## src/rtl/pwm_pkg.sv

```systemverilog
// pwm_pkg: shared constants and helpers for the multi-channel PWM block.
//   PWM_WIDTH, PWM_CHANNELS : default resolution and channel count
//   CH_R, CH_G, CH_B        : channel indices used by the colour mixer
//   pack_duty()             : builds the flat duty_in vector from R/G/B duties
package pwm_pkg;

  localparam int PWM_WIDTH    = 8;
  localparam int PWM_CHANNELS = 3;

  localparam int CH_R = 0;
  localparam int CH_G = 1;
  localparam int CH_B = 2;

  // Channel i occupies bits [i*PWM_WIDTH +: PWM_WIDTH] of duty_in.
  function automatic logic [PWM_CHANNELS*PWM_WIDTH-1:0] pack_duty(
    input logic [PWM_WIDTH-1:0] r,
    input logic [PWM_WIDTH-1:0] g,
    input logic [PWM_WIDTH-1:0] b
  );
    logic [PWM_CHANNELS*PWM_WIDTH-1:0] v;
    v = '0;
    v[CH_R*PWM_WIDTH +: PWM_WIDTH] = r;
    v[CH_G*PWM_WIDTH +: PWM_WIDTH] = g;
    v[CH_B*PWM_WIDTH +: PWM_WIDTH] = b;
    return v;
  endfunction

endpackage

```

## src/rtl/pwm_prescaler.sv

```systemverilog
// pwm_prescaler: divides clk down to the period-counter tick rate.
//   clk  : system clock
//   rst  : synchronous active-high reset
//   en   : run enable; while low the divider is held at 0
//   tick : high for one clk every PRESCALE enabled cycles
//          (every enabled cycle when PRESCALE=1)
module pwm_prescaler
  import pwm_pkg::*;
#(
  parameter int PRESCALE = 1
) (
  input  logic clk,
  input  logic rst,
  input  logic en,
  output logic tick
);

  // A 1-bit counter is kept even for PRESCALE=1 so the logic stays regular;
  // in that case it never leaves 0 and tick simply follows en.
  localparam int PW = (PRESCALE > 1) ? $clog2(PRESCALE) : 1;
  localparam logic [PW-1:0] PRE_MAX = PW'(PRESCALE - 1);

  logic [PW-1:0] pre_cnt;

  assign tick = en && (pre_cnt == PRE_MAX);

  always_ff @(posedge clk) begin
    if (rst || !en) begin
      pre_cnt <= '0;
    end else if (tick) begin
      pre_cnt <= '0;
    end else begin
      pre_cnt <= pre_cnt + 1'b1;
    end
  end

endmodule

```

## src/rtl/pwm_multi.sv

```systemverilog
// pwm_multi: multi-channel PWM generator with double-buffered duty values.
//   clk          : system clock, rising edge
//   rst          : synchronous active-high reset
//   en           : run enable; low stops the counter and forces outputs low
//   duty_in      : new duties, channel i at [i*WIDTH +: WIDTH]
//   load         : one-cycle strobe capturing duty_in into the pending set
//   pending      : captured duties are waiting for the next period boundary
//   period_start : one-cycle pulse in the cycle after the counter wraps to 0
//   out          : registered PWM outputs, bit i = channel i
// Handshake: load is a fire-and-forget strobe with no ready; each cycle with
// load=1 overwrites the pending set, and the last write before a boundary wins.
module pwm_multi
  import pwm_pkg::*;
#(
  parameter int CHANNELS = PWM_CHANNELS,
  parameter int WIDTH    = PWM_WIDTH,
  parameter int PRESCALE = 1
) (
  input  logic                      clk,
  input  logic                      rst,
  input  logic                      en,
  input  logic [CHANNELS*WIDTH-1:0] duty_in,
  input  logic                      load,
  output logic                      pending,
  output logic                      period_start,
  output logic [CHANNELS-1:0]       out
);

  logic             tick;
  logic [WIDTH-1:0] count;
  logic             boundary;
  logic             pend_valid;
  logic             apply;
  logic [CHANNELS-1:0] hit;

  pwm_prescaler #(.PRESCALE(PRESCALE)) u_prescaler (
    .clk  (clk),
    .rst  (rst),
    .en   (en),
    .tick (tick)
  );

  // The wrap edge of the counter is the only point where duties may change
  // while running; while stopped there is no pulse to tear, so apply at once.
  assign boundary = tick && (count == {WIDTH{1'b1}});
  assign apply    = pend_valid && (boundary || !en);
  assign pending  = pend_valid;

  always_ff @(posedge clk) begin
    if (rst || !en) begin
      count <= '0;
    end else if (tick) begin
      count <= count + 1'b1;
    end
  end

  // A load in the apply cycle keeps pend_valid set: active takes the old
  // pending set while the new one is captured behind it.
  always_ff @(posedge clk) begin
    if (rst) begin
      pend_valid <= 1'b0;
    end else if (load) begin
      pend_valid <= 1'b1;
    end else if (apply) begin
      pend_valid <= 1'b0;
    end
  end

  always_ff @(posedge clk) begin
    if (rst) begin
      period_start <= 1'b0;
    end else begin
      period_start <= boundary;
    end
  end

  for (genvar i = 0; i < CHANNELS; i++) begin : g_ch
    logic [WIDTH-1:0] pend_q;
    logic [WIDTH-1:0] act_q;

    always_ff @(posedge clk) begin
      if (rst) begin
        pend_q <= '0;
        act_q  <= '0;
      end else begin
        if (load) begin
          pend_q <= duty_in[i*WIDTH +: WIDTH];
        end
        if (apply) begin
          act_q <= pend_q;
        end
      end
    end

    // Unsigned compare: duty k is high for counts 0..k-1.
    assign hit[i] = (count < act_q);
  end

  always_ff @(posedge clk) begin
    if (rst) begin
      out <= '0;
    end else begin
      out <= en ? hit : '0;
    end
  end

endmodule

```

## config.mk

```make
export PLATFORM = sky130hd
export DESIGN_NAME = pwm_multi
export DESIGN_NICKNAME = d
export VERILOG_FILES = /design/src/rtl/pwm_pkg.sv /design/src/rtl/pwm_prescaler.sv /design/src/rtl/pwm_multi.sv
export SDC_FILE = /design/constraint.sdc
export NUM_CORES = 1
export LEC_CHECK = 0
export ABC_CLOCK_PERIOD_IN_PS = 3350
export CORE_AREA = 2 2 58 114
export CTS_CLUSTER_SIZE = 40
export DETAILED_ROUTE_END_ITERATION = 16
export DIE_AREA = 0 0 60 116
export GPL_ROUTABILITY_DRIVEN = 0
export PLACE_DENSITY = 0.74
export SYNTH_ARGS = -nofsm -noshare
export SYNTH_HDL_FRONTEND = slang
export SYNTH_SLANG_ARGS = --single-unit
```

## constraint.sdc

```tcl
create_clock -name clk -period 3.35 [get_ports clk]
set_clock_uncertainty 0.05 [all_clocks]
set_input_delay 0.5025 -clock clk [delete_from_list [all_inputs] [get_ports clk]]
set_output_delay 0.5025 -clock clk [all_outputs]
set_load 0.01 [all_outputs]
```

==> results of run 1 <==
==> per-layer routing <==
| metal | GRT usage [%] | up-vias |
|---|---|---|
| met2 | 30.2 | 37 |
| met1 | 18.0 | 918 |
| met5 | 0 | - |
| li1 | - | 957 |
| met3 | 5.25 | 9 |
| met4 | 9.78 | 0 |
==> how the worst max path moves through the flow <==
stage / from / to / slack (ps) / cells past startpoint
2_1_floorplan: count[0] / g_ch[0].act_q[0] / 1620 / 7
3_3_place_gp: en / g_ch[2].act_q[3] / 980 / 5
3_5_place_dp: en / g_ch[1].act_q[3] / 920 / 5
4_1_cts: count[0] / g_ch[1].act_q[0] / 1130 / 5
5_1_grt: count[0] / g_ch[1].act_q[0] / 990 / 5
6_report: count[0] / g_ch[2].act_q[2] / 1160 / 5
==> state kept, by name, indices dropped and copies added, names as in the netlist <==
name and cells:
u_prescaler.pre_cnt 1, out 3, count 8, pending 1
g_ch.act_q 24, g_ch.pend_q 24, period_start 1
==> area by class of cell <==
cell class                 instances  area (um2)
sequential                        62        1240
clock inverter                     3        40.0
fill                             558        2720
inverter                          23        86.3
timing repair buffer              35         343
clock buffer                      13         280
multi-input combinational        157        1240
tap                               84         105
==> cell families after synthesis <==
kind of cell / count (synthesis)
fa+ha+maj: 22
flops: 62
simple gates: 50
mux: 25
other cells: 1
compound gates: 53
xor+xnor: 6
buf+inv: 35
==> per-stage QoR <==
stage | power [uW] | utilization, % | setup WS (ps)
6_report | 1860 | 55.1 | 1160
5_1_grt | 1920 | 55.1 | 985
4_1_cts | 1880 | 55.1 | 1130
3_5_place_dp | 914 | 49.8 | 918
3_3_place_gp | 911 | 49.8 | 982
2_1_floorplan | 864 | - | 1620
==> power breakdown <==
part,total (uW),switching (uW),internal [uW]
combinational,117,51.2,65.5
sequential,782,16.7,765
clock,961,308,653
==> placed cells by master, fill, tap and decap left out, types with 2 or more instances in the layout <==
cell type                         synthesis  final
sky130_fd_sc_hd__o21bai_1                 3      3
sky130_fd_sc_hd__nor2_1                  32     32
sky130_fd_sc_hd__a211o_1                  3      3
sky130_fd_sc_hd__dfxtp_1                 62     62
sky130_fd_sc_hd__inv_1                   23     23
sky130_fd_sc_hd__a211oi_1                 3      3
sky130_fd_sc_hd__o211ai_1                 3      3
sky130_fd_sc_hd__a22o_1                  24     24
sky130_fd_sc_hd__nor3_1                   2      2
sky130_fd_sc_hd__o21a_1                   6      6
sky130_fd_sc_hd__buf_4                    2      3
sky130_fd_sc_hd__clkinv_2                 0      2
sky130_fd_sc_hd__a21oi_1                  5      5
sky130_fd_sc_hd__ha_1                    22     22
sky130_fd_sc_hd__clkdlybuf4s50_1          0     32
sky130_fd_sc_hd__nand4_1                  2      2
sky130_fd_sc_hd__o21ai_0                  4      4
sky130_fd_sc_hd__nor3b_1                  4      4
sky130_fd_sc_hd__clkbuf_16                0      9
sky130_fd_sc_hd__xor2_1                   3      3
sky130_fd_sc_hd__clkbuf_8                 0      4
sky130_fd_sc_hd__mux2i_1                 25     25
sky130_fd_sc_hd__xnor2_1                  3      3
sky130_fd_sc_hd__nand2_1                  2      2
==> worst reg2reg max path, delay by kind of cell (launching register included) <==
kind                     cells  cell delay [ps]
AO/OA/AOI/OAI                3             1280
adder cells (fa/ha/maj)      1              230
flip-flops                   1              390
AND/OR/NAND/NOR              1              180
==> flow_results.xml, run 1 <==
<?xml version="1.0" encoding="UTF-8"?>
<metrics>
  <group name="detailed_routing">
    <metric name="ant_nets" unit="">0</metric>
    <metric name="met1Wirelength" unit="mm">2.07</metric>
    <metric name="detail_route.wl_per_cell" unit="um">13.8</metric>
    <metric name="routed-wl-met2" unit="mm">2.74</metric>
    <metric name="top_layer" unit="">met4</metric>
    <metric name="met3_wirelength" unit="um">234</metric>
    <metric name="drt_pre_antenna_iters" unit="">4</metric>
    <metric name="route.vias.total" unit="">1921</metric>
    <metric name="drcViolationCount" unit="">0</metric>
    <metric name="routed_via_density" unit="">5.10</metric>
    <metric name="initialDrtViolationCount" unit="">44</metric>
    <metric name="detail_route.wirelength" unit="mm">5.18</metric>
  </group>
  <group name="power_and_ir_drop">
    <metric name="cellLeakagePower" unit="uW">0.00138</metric>
    <metric name="power_density" unit="nW/um2">558</metric>
    <metric name="irDropWorstVdd" unit="mV">0.337</metric>
  </group>
  <group name="logic_synthesis">
    <metric name="ys_warn_count" unit="">0</metric>
    <metric name="part_of_the_yosys_area_used_for_sequential_elements" unit="%">46.9</metric>
    <metric name="yosys.area_share.adder" unit="%">10.4</metric>
    <metric name="dominant_combinational_cell_family_by_area_after_synthesis" unit="">compound AO/OA/AOI/OAI gates</metric>
    <metric name="synth.top_cells.by_area" unit="">sky130_fd_sc_hd__dfxtp_1 (47%), sky130_fd_sc_hd__ha_1 (10%), sky130_fd_sc_hd__mux2i_1 (9.5%)</metric>
    <metric name="ys_top_cells_by_count" unit="">sky130_fd_sc_hd__dfxtp_1 (62), sky130_fd_sc_hd__nor2_1 (32), sky130_fd_sc_hd__mux2i_1 (25), sky130_fd_sc_hd__a22o_1 (24), sky130_fd_sc_hd__inv_1 (23)</metric>
    <metric name="flops_latches_synth" unit="">62</metric>
    <metric name="syn-cell-area" unit="um2">2640</metric>
    <metric name="postSynth.topFlopCell" unit="">sky130_fd_sc_hd__dfxtp_1</metric>
    <metric name="syn_area_per_cell" unit="um2">10.4</metric>
    <metric name="ffs_w_async_s_r_synth" unit="%">0</metric>
    <metric name="yosys.area_share.simple" unit="%">8.94</metric>
    <metric name="synthMuxAreaShare" unit="%">9.47</metric>
    <metric name="synth_xor_area_share" unit="%">1.99</metric>
    <metric name="postSynthCellCount" unit="">254</metric>
    <metric name="synth_fp_nets" unit="">304</metric>
    <metric name="yosysMostFrequentCell" unit="">sky130_fd_sc_hd__dfxtp_1</metric>
    <metric name="yosysTopAreaCellShare" unit="%">46.9</metric>
    <metric name="synth-edff-count" unit="">0</metric>
    <metric name="synth_area_leader_cell" unit="">sky130_fd_sc_hd__dfxtp_1</metric>
    <metric name="synth_compound_gate_area_share" unit="%">15.9</metric>
    <metric name="number_of_different_library_cells_in_the_post_synthesis_netlist" unit="">34</metric>
  </group>
  <group name="clock_network">
    <metric name="ctsRootBufferMaster" unit="">sky130_fd_sc_hd__clkbuf_16</metric>
    <metric name="cts_max_level" unit="">3</metric>
    <metric name="cts_resized" unit="">0</metric>
    <metric name="number_of_cts_inserted_buffers" unit="">9</metric>
    <metric name="cts_sinks" unit="">62</metric>
    <metric name="clock_insertion_delay_worst_skew" unit="ps">320</metric>
    <metric name="cts_hold_repair.buffers" unit="">0</metric>
    <metric name="post-cts-setup-buffers" unit="">0</metric>
    <metric name="clk_path_buf_depth" unit="">2</metric>
    <metric name="clk_pin_slew_worst_paths" unit="ps">50</metric>
    <metric name="tritoncts" unit="">built</metric>
  </group>
  <group name="hold_path">
    <metric name="min_delay_path_depth" unit="">1</metric>
    <metric name="holdCritStartpoint" unit="">g_ch[0].pend_q[4]</metric>
    <metric name="min_delay_worst_endpoint" unit="">g_ch[0].act_q[4]</metric>
    <metric name="holdCritPathClass" unit="">register to register</metric>
  </group>
  <group name="setup_path">
    <metric name="worstReg2RegEnd" unit="">g_ch[2].act_q[2]</metric>
    <metric name="rr_startpoint" unit="">count[0]</metric>
    <metric name="worst_path_dominant_cell_family" unit="">compound AO/OA/AOI/OAI gates</metric>
    <metric name="worstPathBufferInverterCount" unit="">0</metric>
    <metric name="cp_max_fo" unit="">24</metric>
    <metric name="worstPathCellList" unit="">ha_1, nor2b_2, a41oi_2, o21ba_1, a22o_1</metric>
    <metric name="timing.critical_path.from_type" unit="">register</metric>
    <metric name="cp_data_required_time" unit="ps">3560</metric>
    <metric name="setup.reg_to_reg.worst_slack" unit="ps">1160</metric>
    <metric name="critPathMaxStageDelay" unit="ps">750</metric>
    <metric name="rr_worst_depth" unit="">5</metric>
    <metric name="critical_path.slowest_cell" unit="">sky130_fd_sc_hd__o21ba_1</metric>
    <metric name="timing.critical_path.arrival" unit="ps">2400</metric>
    <metric name="crit_type" unit="">register to register</metric>
    <metric name="worst_setup_path_end_kind" unit="">register</metric>
  </group>
  <group name="floorplanning">
    <metric name="floorplan.die.height" unit="um">116</metric>
    <metric name="die-width" unit="um">60</metric>
    <metric name="boundaryPins" unit="">33</metric>
    <metric name="fp.coreArea" unit="um2">6060</metric>
    <metric name="dieArea" unit="um2">6960</metric>
    <metric name="site_rows" unit="">40</metric>
    <metric name="initial_core_utilization" unit="%">43.7</metric>
  </group>
  <group name="layout">
    <metric name="areaGrowthSynthToFinish" unit="%">26.1</metric>
    <metric name="n_antenna_cell" unit="">0</metric>
    <metric name="fin_cells" unit="">377</metric>
    <metric name="drive_above_1_share" unit="%">7.51</metric>
    <metric name="finalInstanceArea" unit="um2">3330</metric>
    <metric name="final_net_count" unit="">338</metric>
  </group>
  <group name="global_route">
    <metric name="grt_start_max_net_pins" unit="">26</metric>
    <metric name="number_of_antenna_violations_at_the_first_check_in_global_routing" unit="">0</metric>
    <metric name="first_global_vias" unit="">1964</metric>
    <metric name="grt_pass1_wl" unit="mm">8.85</metric>
    <metric name="gr-total-overflow" unit="">0</metric>
    <metric name="track_usage" unit="%">17.5</metric>
  </group>
  <group name="sta">
    <metric name="setup-violations-final" unit="">0</metric>
    <metric name="max_slew.worst_pin.slew" unit="ps">889</metric>
    <metric name="report.final.slew_viol_count" unit="">0</metric>
    <metric name="max_freq" unit="GHz">0.458</metric>
    <metric name="max-slew-margin-rel" unit="%">40.8</metric>
    <metric name="period_share" unit="%">65.2</metric>
    <metric name="grt_setup_unrepaired" unit="">false</metric>
    <metric name="worst_hold_slack" unit="ps">419</metric>
    <metric name="totalNegativeSetupSlack" unit="ps">0</metric>
    <metric name="timing_hold_violations_final" unit="">0</metric>
    <metric name="period_minus_slack" unit="ps">2190</metric>
  </group>
  <group name="run_status">
    <metric name="result_of_the_run" unit="">complete, no violations</metric>
  </group>
  <group name="place">
    <metric name="place.detailed.hpwl" unit="mm">3.69</metric>
    <metric name="buffer_ports.inserted" unit="">32</metric>
    <metric name="detailed_place.area" unit="um2">3010</metric>
    <metric name="dp_cells" unit="">361</metric>
  </group>
  <group name="run">
    <metric name="timing.max_cap.violations" unit="">0</metric>
  </group>
</metrics>
Note: power is estimated with default switching activity, not from simulation.
==> run 2, diff against run 1 <==
--- a/config.mk
+++ b/config.mk
@@ -5,7 +5,7 @@
 export SDC_FILE = /design/constraint.sdc
 export NUM_CORES = 1
 export LEC_CHECK = 0
-export ABC_CLOCK_PERIOD_IN_PS = 3350
+export ABC_CLOCK_PERIOD_IN_PS = 2160
 export CORE_AREA = 2 2 58 114
 export CTS_CLUSTER_SIZE = 40
 export DETAILED_ROUTE_END_ITERATION = 16
==> constraint.sdc (replaced) <==
create_clock -name clk -period 2.16 [get_ports clk]
set_clock_uncertainty 0.05 [all_clocks]
set_input_delay 0.324 -clock clk [delete_from_list [all_inputs] [get_ports clk]]
set_output_delay 0.324 -clock clk [all_outputs]
set_load 0.01 [all_outputs]
==> run 2 against run 1 <==
  * Worst setup slack got worse by 730 ps
  * Combinational power increased by 63%
  * First-iteration DRC count increased by 43%
  * Critical path type unchanged
==> flow_results.xml, run 2 (synthesized netlist as in run 1, its figures left out) <==
<?xml version="1.0" encoding="UTF-8"?>
<metrics>
  <group name="global_route">
    <metric name="grt_start_max_net_pins" unit="">26</metric>
    <metric name="track_usage" unit="%">17.4</metric>
    <metric name="first_global_vias" unit="">1938</metric>
    <metric name="grt_pass1_wl" unit="mm">8.76</metric>
    <metric name="gr-total-overflow" unit="">0</metric>
    <metric name="number_of_antenna_violations_at_the_first_check_in_global_routing" unit="">0</metric>
  </group>
  <group name="floorplanning">
    <metric name="site_rows" unit="">40</metric>
    <metric name="floorplan.die.height" unit="um">116</metric>
    <metric name="dieArea" unit="um2">6960</metric>
    <metric name="initial_core_utilization" unit="%">43.7</metric>
    <metric name="fp.coreArea" unit="um2">6060</metric>
    <metric name="boundaryPins" unit="">33</metric>
    <metric name="die-width" unit="um">60</metric>
  </group>
  <group name="power_and_ir_drop">
    <metric name="irDropWorstVdd" unit="mV">0.433</metric>
    <metric name="cellLeakagePower" unit="uW">0.00140</metric>
    <metric name="power_density" unit="nW/um2">821</metric>
    <metric name="finalPower" unit="uW">2770</metric>
  </group>
  <group name="sta">
    <metric name="max_freq" unit="GHz">0.579</metric>
    <metric name="totalNegativeSetupSlack" unit="ps">0</metric>
    <metric name="period_share" unit="%">80.0</metric>
    <metric name="period_minus_slack" unit="ps">1730</metric>
    <metric name="grt_setup_unrepaired" unit="">false</metric>
    <metric name="timing_hold_violations_final" unit="">0</metric>
    <metric name="setup-violations-final" unit="">0</metric>
    <metric name="report.final.slew_viol_count" unit="">0</metric>
  </group>
  <group name="layout">
    <metric name="mostFrequentLayoutCells" unit="">sky130_fd_sc_hd__dfxtp_1 (62), sky130_fd_sc_hd__nor2_1 (32), sky130_fd_sc_hd__clkdlybuf4s50_1 (32), sky130_fd_sc_hd__mux2i_1 (25), sky130_fd_sc_hd__a22o_1 (24)</metric>
    <metric name="largest_registers" unit="">g_ch.act_q x24, g_ch.pend_q x24, count x8</metric>
    <metric name="areaGrowthSynthToFinish" unit="%">27.7</metric>
    <metric name="final_net_count" unit="">346</metric>
    <metric name="mostFrequentLayoutCell" unit="">sky130_fd_sc_hd__dfxtp_1</metric>
    <metric name="ff_latch_area" unit="um2">1240</metric>
    <metric name="multiInputGateArea" unit="um2">1240</metric>
    <metric name="n_antenna_cell" unit="">0</metric>
    <metric name="nFillCells" unit="">543</metric>
    <metric name="drive_above_1_share" unit="%">9.97</metric>
  </group>
  <group name="setup_path">
    <metric name="crit_type" unit="">register to register</metric>
    <metric name="rr_startpoint" unit="">count[1]</metric>
    <metric name="rr_worst_depth" unit="">6</metric>
    <metric name="cp_data_required_time" unit="ps">2330</metric>
    <metric name="timing.critical_path.from_type" unit="">register</metric>
    <metric name="setup.reg_to_reg.worst_slack" unit="ps">430</metric>
    <metric name="timing.critical_path.arrival" unit="ps">1900</metric>
    <metric name="worst_setup_path_end_kind" unit="">register</metric>
    <metric name="cp_max_fo" unit="">24</metric>
    <metric name="worstReg2RegEnd" unit="">g_ch[1].act_q[4]</metric>
  </group>
  <group name="clock_network">
    <metric name="post-cts-setup-buffers" unit="">0</metric>
    <metric name="tritoncts" unit="">built</metric>
    <metric name="clk_pin_slew_worst_paths" unit="ps">50</metric>
    <metric name="clk_path_buf_depth" unit="">2</metric>
    <metric name="number_of_cts_inserted_buffers" unit="">9</metric>
    <metric name="cts_hold_repair.buffers" unit="">0</metric>
    <metric name="cts_resized" unit="">0</metric>
    <metric name="cts_max_level" unit="">3</metric>
    <metric name="ctsRootBufferMaster" unit="">sky130_fd_sc_hd__clkbuf_16</metric>
    <metric name="clock_insertion_delay_worst_skew" unit="ps">330</metric>
    <metric name="cts_sinks" unit="">62</metric>
  </group>
  <group name="detailed_routing">
    <metric name="ant_nets" unit="">0</metric>
    <metric name="detail_route.wl_per_cell" unit="um">13.1</metric>
    <metric name="initialDrtViolationCount" unit="">63</metric>
    <metric name="drcViolationCount" unit="">0</metric>
    <metric name="route.vias.total" unit="">1936</metric>
    <metric name="routed_via_density" unit="">5.03</metric>
    <metric name="drt_pre_antenna_iters" unit="">4</metric>
    <metric name="detail_route.wirelength" unit="mm">5.06</metric>
  </group>
  <group name="place">
    <metric name="buffer_ports.inserted" unit="">32</metric>
    <metric name="place.detailed.hpwl" unit="mm">3.79</metric>
  </group>
  <group name="hold_path">
    <metric name="min_delay_path_depth" unit="">1</metric>
    <metric name="holdCritStartpoint" unit="">g_ch[1].pend_q[6]</metric>
    <metric name="min_delay_worst_endpoint" unit="">g_ch[1].act_q[6]</metric>
    <metric name="holdCritPathClass" unit="">register to register</metric>
  </group>
  <group name="run_status">
    <metric name="result_of_the_run" unit="">complete, no violations</metric>
  </group>
  <group name="run">
    <metric name="timing.max_cap.violations" unit="">0</metric>
  </group>
</metrics>
[run 2: cell count changes in the layout (fill, tap and decap cells not counted)]
| cell | change |
|---|---|
| sky130_fd_sc_hd__buf_4 | +7 |
| sky130_fd_sc_hd__buf_12 | +1 |
| sky130_fd_sc_hd__clkinvlp_4 | +2 |
| sky130_fd_sc_hd__clkinv_2 | +2 |
| sky130_fd_sc_hd__clkbuf_8 | -4 |
[run 2: how the worst max path moves through the flow]
stage	endpoint	depth (start not counted)	slack [ps]	startpoint
floorplan	g_ch[0].act_q[0]	7	430	count[0]
global placement	g_ch[2].act_q[3]	6	360	en
detailed placement	g_ch[1].act_q[0]	6	310	en
CTS	g_ch[0].act_q[6]	6	430	count[1]
global route	g_ch[0].act_q[6]	6	310	count[0]
finish	g_ch[1].act_q[4]	6	430	count[1]
[run 2: per-layer routing]
layer  track usage (%)  part of all wire [%]  up-vias
met5                 0                     0        -
met4              12.4                   4.5        0
met3              4.80                   4.7       15
met2              27.8                    51       47
met1              19.2                    39      903
li1                  -                     -      971
[run 2: power by group]
| part | internal [uW] | switching (uW) | total, uW |
|---|---|---|---|
| clock network | 881 | 492 | 1370 |
| registers | 1190 | 22.6 | 1210 |
| logic | 108 | 82.1 | 191 |
| total | 2180 | 597 | 2770 |
[run 2: layout make-up]
cell class / count / area share [%]
sequential: 62 / 36.8
multi-input combinational: 157 / 36.7
timing repair buffer: 43 / 12.3
clock buffer: 9 / 6.67
tap: 84 / 3.11
inverter: 23 / 2.56
clock inverter: 7 / 1.93
[run 2: per-stage QoR]
stage | setup WS (ps) | hold WS, ps | std cells | utilization (%) | instance area (um2)
6_report | 432 | 417 | 385 | 55.8 | 3380
3_5_place_dp | 310 | 408 | 369 | 51.0 | 3090
5_1_grt | 312 | 439 | 385 | 55.8 | 3380
4_1_cts | 430 | 420 | 385 | 55.8 | 3380
3_3_place_gp | 362 | 400 | 369 | 51.0 | 3090
2_1_floorplan | 431 | 391 | 254 | - | 2640
[run 2: worst max-delay path, cell delays in order (launching register included)]
cell,delay (ps)
sky130_fd_sc_hd__dfxtp_1,340
sky130_fd_sc_hd__ha_1,140
sky130_fd_sc_hd__nor2b_2,240
sky130_fd_sc_hd__a41oi_2,180
sky130_fd_sc_hd__o21ba_1,200
sky130_fd_sc_hd__buf_4,210
sky130_fd_sc_hd__a22o_1,250
